==> src/rtl/cardinal_local_port.sv <==
// Router-side local port toward the NIC: polarity-based two-VC handshake with
// one-entry injection and ejection buffers per VC.
module cardinal_local_port #(
    parameter int DATA_W = 64,
    parameter int CNT_W  = 16
) (
    input  logic              clk,
    input  logic              reset,
    output logic              polarity,
    input  logic              nic_so,
    output logic              nic_ro,
    input  logic [DATA_W-1:0] nic_do,
    output logic              nic_si,
    input  logic              nic_ri,
    output logic [DATA_W-1:0] nic_di,
    output logic              inj_vld,
    input  logic              inj_rdy,
    output logic [DATA_W-1:0] inj_data,
    input  logic              ej_vld,
    output logic              ej_rdy,
    input  logic [DATA_W-1:0] ej_data,
    output logic              vc_err,
    output logic [CNT_W-1:0]  inj_cnt,
    output logic [CNT_W-1:0]  ej_cnt
);

    logic [1:0][DATA_W-1:0] inj_buf, ej_buf;
    logic [1:0]             inj_full, ej_full;

    // NIC side always works on VC ~polarity, core side on VC polarity.
    logic core_vc, nic_vc;
    assign core_vc = polarity;
    assign nic_vc  = ~polarity;

    assign nic_ro   = ~inj_full[nic_vc];
    assign inj_vld  = inj_full[core_vc];
    assign inj_data = inj_buf[core_vc];
    assign ej_rdy   = ~ej_full[core_vc];
    assign nic_si   = ej_full[nic_vc] & nic_ri;
    assign nic_di   = ej_buf[nic_vc];

    logic nic_acc, nic_ok, inj_drain, ej_acc, ej_ok;
    assign nic_acc   = nic_so & nic_ro;
    assign nic_ok    = (nic_do[DATA_W-1] == nic_vc);
    assign inj_drain = inj_vld & inj_rdy;
    assign ej_acc    = ej_vld & ej_rdy;
    assign ej_ok     = (ej_data[DATA_W-1] == core_vc);

    always_ff @(posedge clk) begin
        if (reset) begin
            polarity <= 1'b0;
            inj_buf  <= '0;
            ej_buf   <= '0;
            inj_full <= '0;
            ej_full  <= '0;
            vc_err   <= 1'b0;
            inj_cnt  <= '0;
            ej_cnt   <= '0;
        end else begin
            polarity <= ~polarity;
            // Each event below touches a distinct index, so all may fire together.
            if (nic_acc) begin
                if (nic_ok) begin
                    inj_buf[nic_vc]  <= nic_do;
                    inj_full[nic_vc] <= 1'b1;
                end else begin
                    vc_err <= 1'b1;
                end
            end
            if (inj_drain) begin
                inj_full[core_vc] <= 1'b0;
                inj_cnt           <= inj_cnt + 1'b1;
            end
            if (ej_acc) begin
                if (ej_ok) begin
                    ej_buf[core_vc]  <= ej_data;
                    ej_full[core_vc] <= 1'b1;
                end else begin
                    vc_err <= 1'b1;
                end
            end
            if (nic_si) begin
                ej_full[nic_vc] <= 1'b0;
                ej_cnt          <= ej_cnt + 1'b1;
            end
        end
    end

endmodule

==> config.mk <==
export PLATFORM = sky130hd
export DESIGN_NAME = cardinal_local_port
export DESIGN_NICKNAME = d
export VERILOG_FILES = /design/src/rtl/cardinal_local_port.sv
export SDC_FILE = /design/constraint.sdc
export NUM_CORES = 1
export LEC_CHECK = 0
export ABC_AREA = 0
export CELL_PAD_IN_SITES_DETAIL_PLACEMENT = 1
export CELL_PAD_IN_SITES_GLOBAL_PLACEMENT = 2
export CORE_MARGIN = 8
export CORE_UTILIZATION = 25
export DETAILED_ROUTE_END_ITERATION = 8
export GPL_TIMING_DRIVEN = 0
export PLACE_DENSITY = 0.76
export SLEW_MARGIN = 0
export SYNTH_ARGS = -nofsm -noshare
export SYNTH_HDL_FRONTEND = slang
export SYNTH_SLANG_ARGS = --single-unit
==> constraint.sdc <==
create_clock -name clk -period 1.58 [get_ports clk]
set_input_delay 0.395 -clock clk [delete_from_list [all_inputs] [get_ports clk]]
set_output_delay 0.395 -clock clk [all_outputs]
set_load 0.02 [all_outputs]
### After elaboration in Yosys (flattened, before gate mapping)

Cells that the tools add are included.

| word-level totals | value |
|---|---|
| memory bits (writable) | 0 |
| memories | 0 |
| register bits | 294 |
| ROM bits | 0 |
| logic and storage cells | 69 |
| bits in latches | 0 |
| output and inout bits | 166 |
| input port bits | 134 |

| cells by class | value |
|---|---|
| multiply operators | 0 |
| equal/unequal tests | 2 |
| shift operators | 0 |
| mux-type cells | 34 |
| divide/modulo/power cells | 0 |
| magnitude comparators | 4 |
| reduce and logical (&&, ||, !) cells | 4 |
| add/subtract/negate cells | 2 |
| bitwise logic cells | 13 |

Operator list:

| cell | number |
|---|---|
| $mux W64 | 6 |
| $bwmux W128 | 2 |
| $demux W64 S1 | 2 |
| $add A16 B1 Y16 const B | 2 |
| $mux W2 | 8 |
| $mux W1 | 14 |
| $and A1 B1 Y1 | 4 |
| $and A2 B2 Y2 | 2 |
| $lt A1 B2 Y1 const B | 2 |
| $not A2 Y2 | 2 |
| $or A2 B2 Y2 | 2 |
| $reduce_and A2 Y1 | 2 |
| $not A1 Y1 | 3 |
| $demux W1 S1 | 2 |
| $eq A1 B1 Y1 | 2 |
| $ge A1 B1 Y1 const B | 2 |
| $logic_and A1 B1 Y1 | 2 |

### Longest topological paths before layout

| depth | value |
|---|---|
| word-level depth | 11 |
| gate-level depth with buffers | 6 |

### Worst setup path after synthesis

Ideal clock, no wire load.

| timing | value |
|---|---|
| path kind | register -> output |
| from | register polarity |
| to | output inj_data[10] |
| arrival | 1561 ps |
| cell stages (with the launch flop) | 5 |
| data required time | 1185 ps |
| buffers on the path | 3 |
| setup slack | -376 ps |
| cell sequence | dfxtp_1 buf_4 clkbuf_1 buf_2 mux2_2 |

| on the way | value |
|---|---|
| cells in the longest elaborated chain, start to end | 2 |

RTL lines:

| element | line | source |
|---|---|---|
| start, declared | 9 | `output logic polarity,` |
| start signal, assigned | 60 | `polarity <= ~polarity;` |
| $mux W64 (implied by the code) (2 in a row) | 37 | `assign inj_data = inj_buf[core_vc];` |
| end, declared | 18 | `output logic [DATA_W-1:0] inj_data,` |

No other way between the ends. The select of a mux whose other input is x is not followed.

### Worst setup path after layout

| timing | value |
|---|---|
| from | register polarity |
| to | output inj_data[32] |

The elaborated chain is that of the path after synthesis.

==> impl_metrics.csv <==
group,metric,value,unit
run_status,outcome,"finished, violations left",
run_status,violations,"negative setup slack",
synthesis,synth_cell_types,41,
clock_tree,insertion_delay,550,ps
flow_run,maxCapViolations,0,
synthesis,syn_inst,1456,
placed_design,portBuffers,298,
sta,rsz0062_at_grt,"true",
global_routing,grt_first_pass_wirelength,73.02,mm
sta,tightest_slew,805.1,ps
routing,avgViaCountPerCell,4.676,
sta,max_slew_margin,46.33,%
clock_tree,root_buffer,"clkbuf_16",
floorplan,die_y,234.8,um
routing,wirelength,51.97,mm
routing,wl_per_cell,20.48,um
clock_tree,clock_path_buffers,3,
sta,finalHoldViolCount,0,
global_routing,grt_max_degree,13,
synthesis,synth-seq-cells,294,
synthesis,yosysSeqAreaShare,49.16,%
critical_path,max_stage_delay,350,ps
critical_path,start_kind,"flop",
synthesis,synth.net_count,1592,
critical_path,crit_buf_inv,5,
critical_path,cp_cell_sequence,"buf_12, clkbuf_16, buf_12, buf_12, mux2_4, buf_6",
critical_path,crit_fanout,10,
routing,initialDrtViolationCount,368,
pwr,combPwrFrac,16.6,%
synthesis,synth_area,0.01197,mm^2
pwr,clkPwrFrac,43.0,%
pwr,switchingPower,5.020,mW
cells_and_area,final_common_cell,"nand2_1",
global_routing,grt_pass1_vias,12086,
floorplan,rows,80,
synthesis,avgSynthCellArea,8.222,um^2
pwr,p_seq_share,40.4,%
sta,fmax,0.4281,GHz
floorplan,dieWidth,234.8,um
clock_tree,h-tree-depth,2,
pwr,p_sw_share,25.97,%
global_routing,grt.total_usage,16.83,%
sta,fin_crit_sh,147.8,%
floorplan,start_util,25.18,%
cells_and_area,area_delta_synth_final,75.36,%
routing,vias,11867,
global_routing,busiest_layer,"met2",
sta,tns,-124190,ps
pwr,finalPower,19.33,mW
synthesis,ys_warn_count,0,
cells_and_area,fin_nets,2029,
floorplan,fp.dieArea,0.05515,mm^2
global_routing,grt_use_met1,20.57,%
critical_path,worst_path_most_repeated_cell,"buf_12",
sta,setup_viol,355,
placed_design,place_area,0.01644,mm^2
critical_path,cp.arrival,1940,ps
cells_and_area,drive_above_1_share,40.27,%
critical_path,rrSetupSlack,-380,ps
critical_path,crit_required,1180,ps
sta,timing.hold.ws,326.1,ps
global_routing,antenna_found_initial,9,
critical_path,end_kind,"output pin",
clock_tree,clock-sinks,294,
global_routing,grtUsageMet3,4.518,%
routing,drtPass1Iterations,5,
pwr,p_leak,8.445,nW
pwr,ir_worst_vdd,0.5401,mV
routing,route.detailed.drc,0,
routing,ant_nets,0,
clock_tree,cts_made_buffers,36,
cells_and_area,n_fill_cell,5297,
sta,drv_slew,0,
cells_and_area,final_cell_mix,"nand2_1 (411), dfxtp_1 (268), a21oi_1 (187)",
pwr,p_int,14.31,mW
global_routing,use_met2,28.79,%
floorplan,io-pin-count,300,
placed_design,gp_congestion,0.7698,
sta,finClkSkew,18.16,ps
sta,min_period,2336,ps
min_path,hp-class,"in -> reg",
floorplan,design.core.area,0.04755,mm^2
sta,worst_slack,-756.0,ps
clock_tree,clk_pin_slew_worst_paths,60,ps
cells_and_area,stdcell_area,0.02099,mm^2
critical_path,slowest_stage,"dfxtp_4",
critical_path,critical_path_class,"reg -> out",
global_routing,grt_overflow,0,
placed_design,dp_hpwl,33.73,mm
clock_tree,cts_tree,"yes",
critical_path,crit_family,"buffers and inverters",
pwr,powerDensity,920.7,mW/mm^2
path summary, 6_finish.rpt:
| kind | from | endpoint | cells after the start |
|---|---|---|---|
| worst max register to register | polarity | inj_cnt[15] | 10 |
| worst min-delay path | inj_rdy | inj_cnt[1] | 3 |
| worst min register to register | ej_buf[45] | ej_buf[45] | 2 |
| worst max-delay path | polarity | inj_data[32] | 6 |
timing repair:
item / in CTS / in global routing
gates cloned: 13 / 25
buffers inserted: 25 / 50
gates resized for setup: 944 / 618
hold buffers: 0 / 0
pin swaps: 3 / 71
setup endpoints to repair: 456 / 396
sequential cells by signal, summed over array words and instances (netlist names):
name / flops
ej_cnt: 16
inj_buf: 128
inj_cnt: 16
polarity: 1
inj_full: 2
ej_buf: 128
ej_full: 2
vc_err: 1
worst min-delay path, stage by stage:
cell and delay [ps]:
dlymetal6s2s_1 240, nand3_1 140, a21oi_1 50
metal layers:
| metal | vias up | share of wire [%] |
|---|---|---|
| met1 | 5844 | 44 |
| li1 | 5742 | - |
| met4 | 6 | 2.0 |
| met5 | - | 0.062 |
| met3 | 61 | 4.6 |
| met2 | 214 | 49 |
kinds of logic after synthesis:
family / Yosys count / share of synthesized area (%)
XOR/XNOR: 22 / 1.610
AO/OA/AOI/OAI: 276 / 11.63
flip-flops: 294 / 49.16
buffers and inverters: 112 / 3.919
AND/OR/NAND/NOR: 614 / 20.72
multiplexers: 136 / 12.75
adder cells (fa/ha/maj): 2 / 0.2090
synth_stat cells:
cell type	n	share of area (%)
nor4_1	6	0.31
or4_1	2	0.13
or3_1	4	0.21
dfxtp_1	294	49
ha_1	2	0.21
nand2_2	1	0.052
nor2b_1	3	0.16
a211oi_1	1	0.063
and4b_1	1	0.084
o31ai_1	2	0.13
xor2_1	9	0.66
buf_4	1	0.063
nor3_1	5	0.21
o21ai_0	6	0.25
mux2i_1	4	0.33
buf_1	12	0.38
a31oi_1	1	0.052
and2_1	1	0.052
nand3_1	16	0.67
nand4bb_1	1	0.094
and3_1	5	0.26
or4b_2	1	0.084
clkbuf_1	56	1.8
nor3b_1	3	0.19
a21o_1	1	0.063
nand2b_1	1	0.052
nor4b_1	2	0.15
nand4_1	8	0.42
inv_1	7	0.22
nand2_1	516	16
and4_1	1	0.073
buf_2	35	1.5
xnor2_1	13	0.95
mux2_2	132	12
or2_1	1	0.052
clkinv_2	1	0.042
a21oi_1	265	11
nor2_1	33	1.0
nand4b_1	1	0.073
nor4bb_1	1	0.084
nand4_2	1	0.10
metrics by stage:
step	utilization (%)	cells	setup slack [ps]
2_1_floorplan	-	1456	-29.24
3_3_place_gp	34.58	2369	-933.4
3_5_place_dp	34.58	2369	-1012
4_1_cts	38.50	2467	-820.3
5_1_grt	44.15	2537	-805.0
6_report	44.15	2538	-756.0
final cells by class:
cell class / count / area (um^2) / share of cell area, %
flip-flops and latches: 294 / 5921 / 28.20
inverters: 8 / 37.54 / 0.1788
diodes: 6 / 15.01 / 0.07152
clock inverters: 9 / 97.59 / 0.4649
multi-input cells: 1052 / 7343 / 34.98
well taps: 615 / 769.5 / 3.666
plain buffers: 96 / 1096 / 5.221
repair buffers: 405 / 4647 / 22.14
clock buffers: 53 / 1066 / 5.078
power groups by stage:
stage               registers [mW]  logic, mW  clock network (mW)
finish                        7.82       3.20                8.31
global route                  7.84       3.39                8.80
CTS                           7.79       2.60                8.56
detailed placement            7.95       2.28                   0
global placement              7.93       2.25                   0
floorplan                     7.92       1.20                   0
No activity file was read; power rests on OpenSTA's default activity.
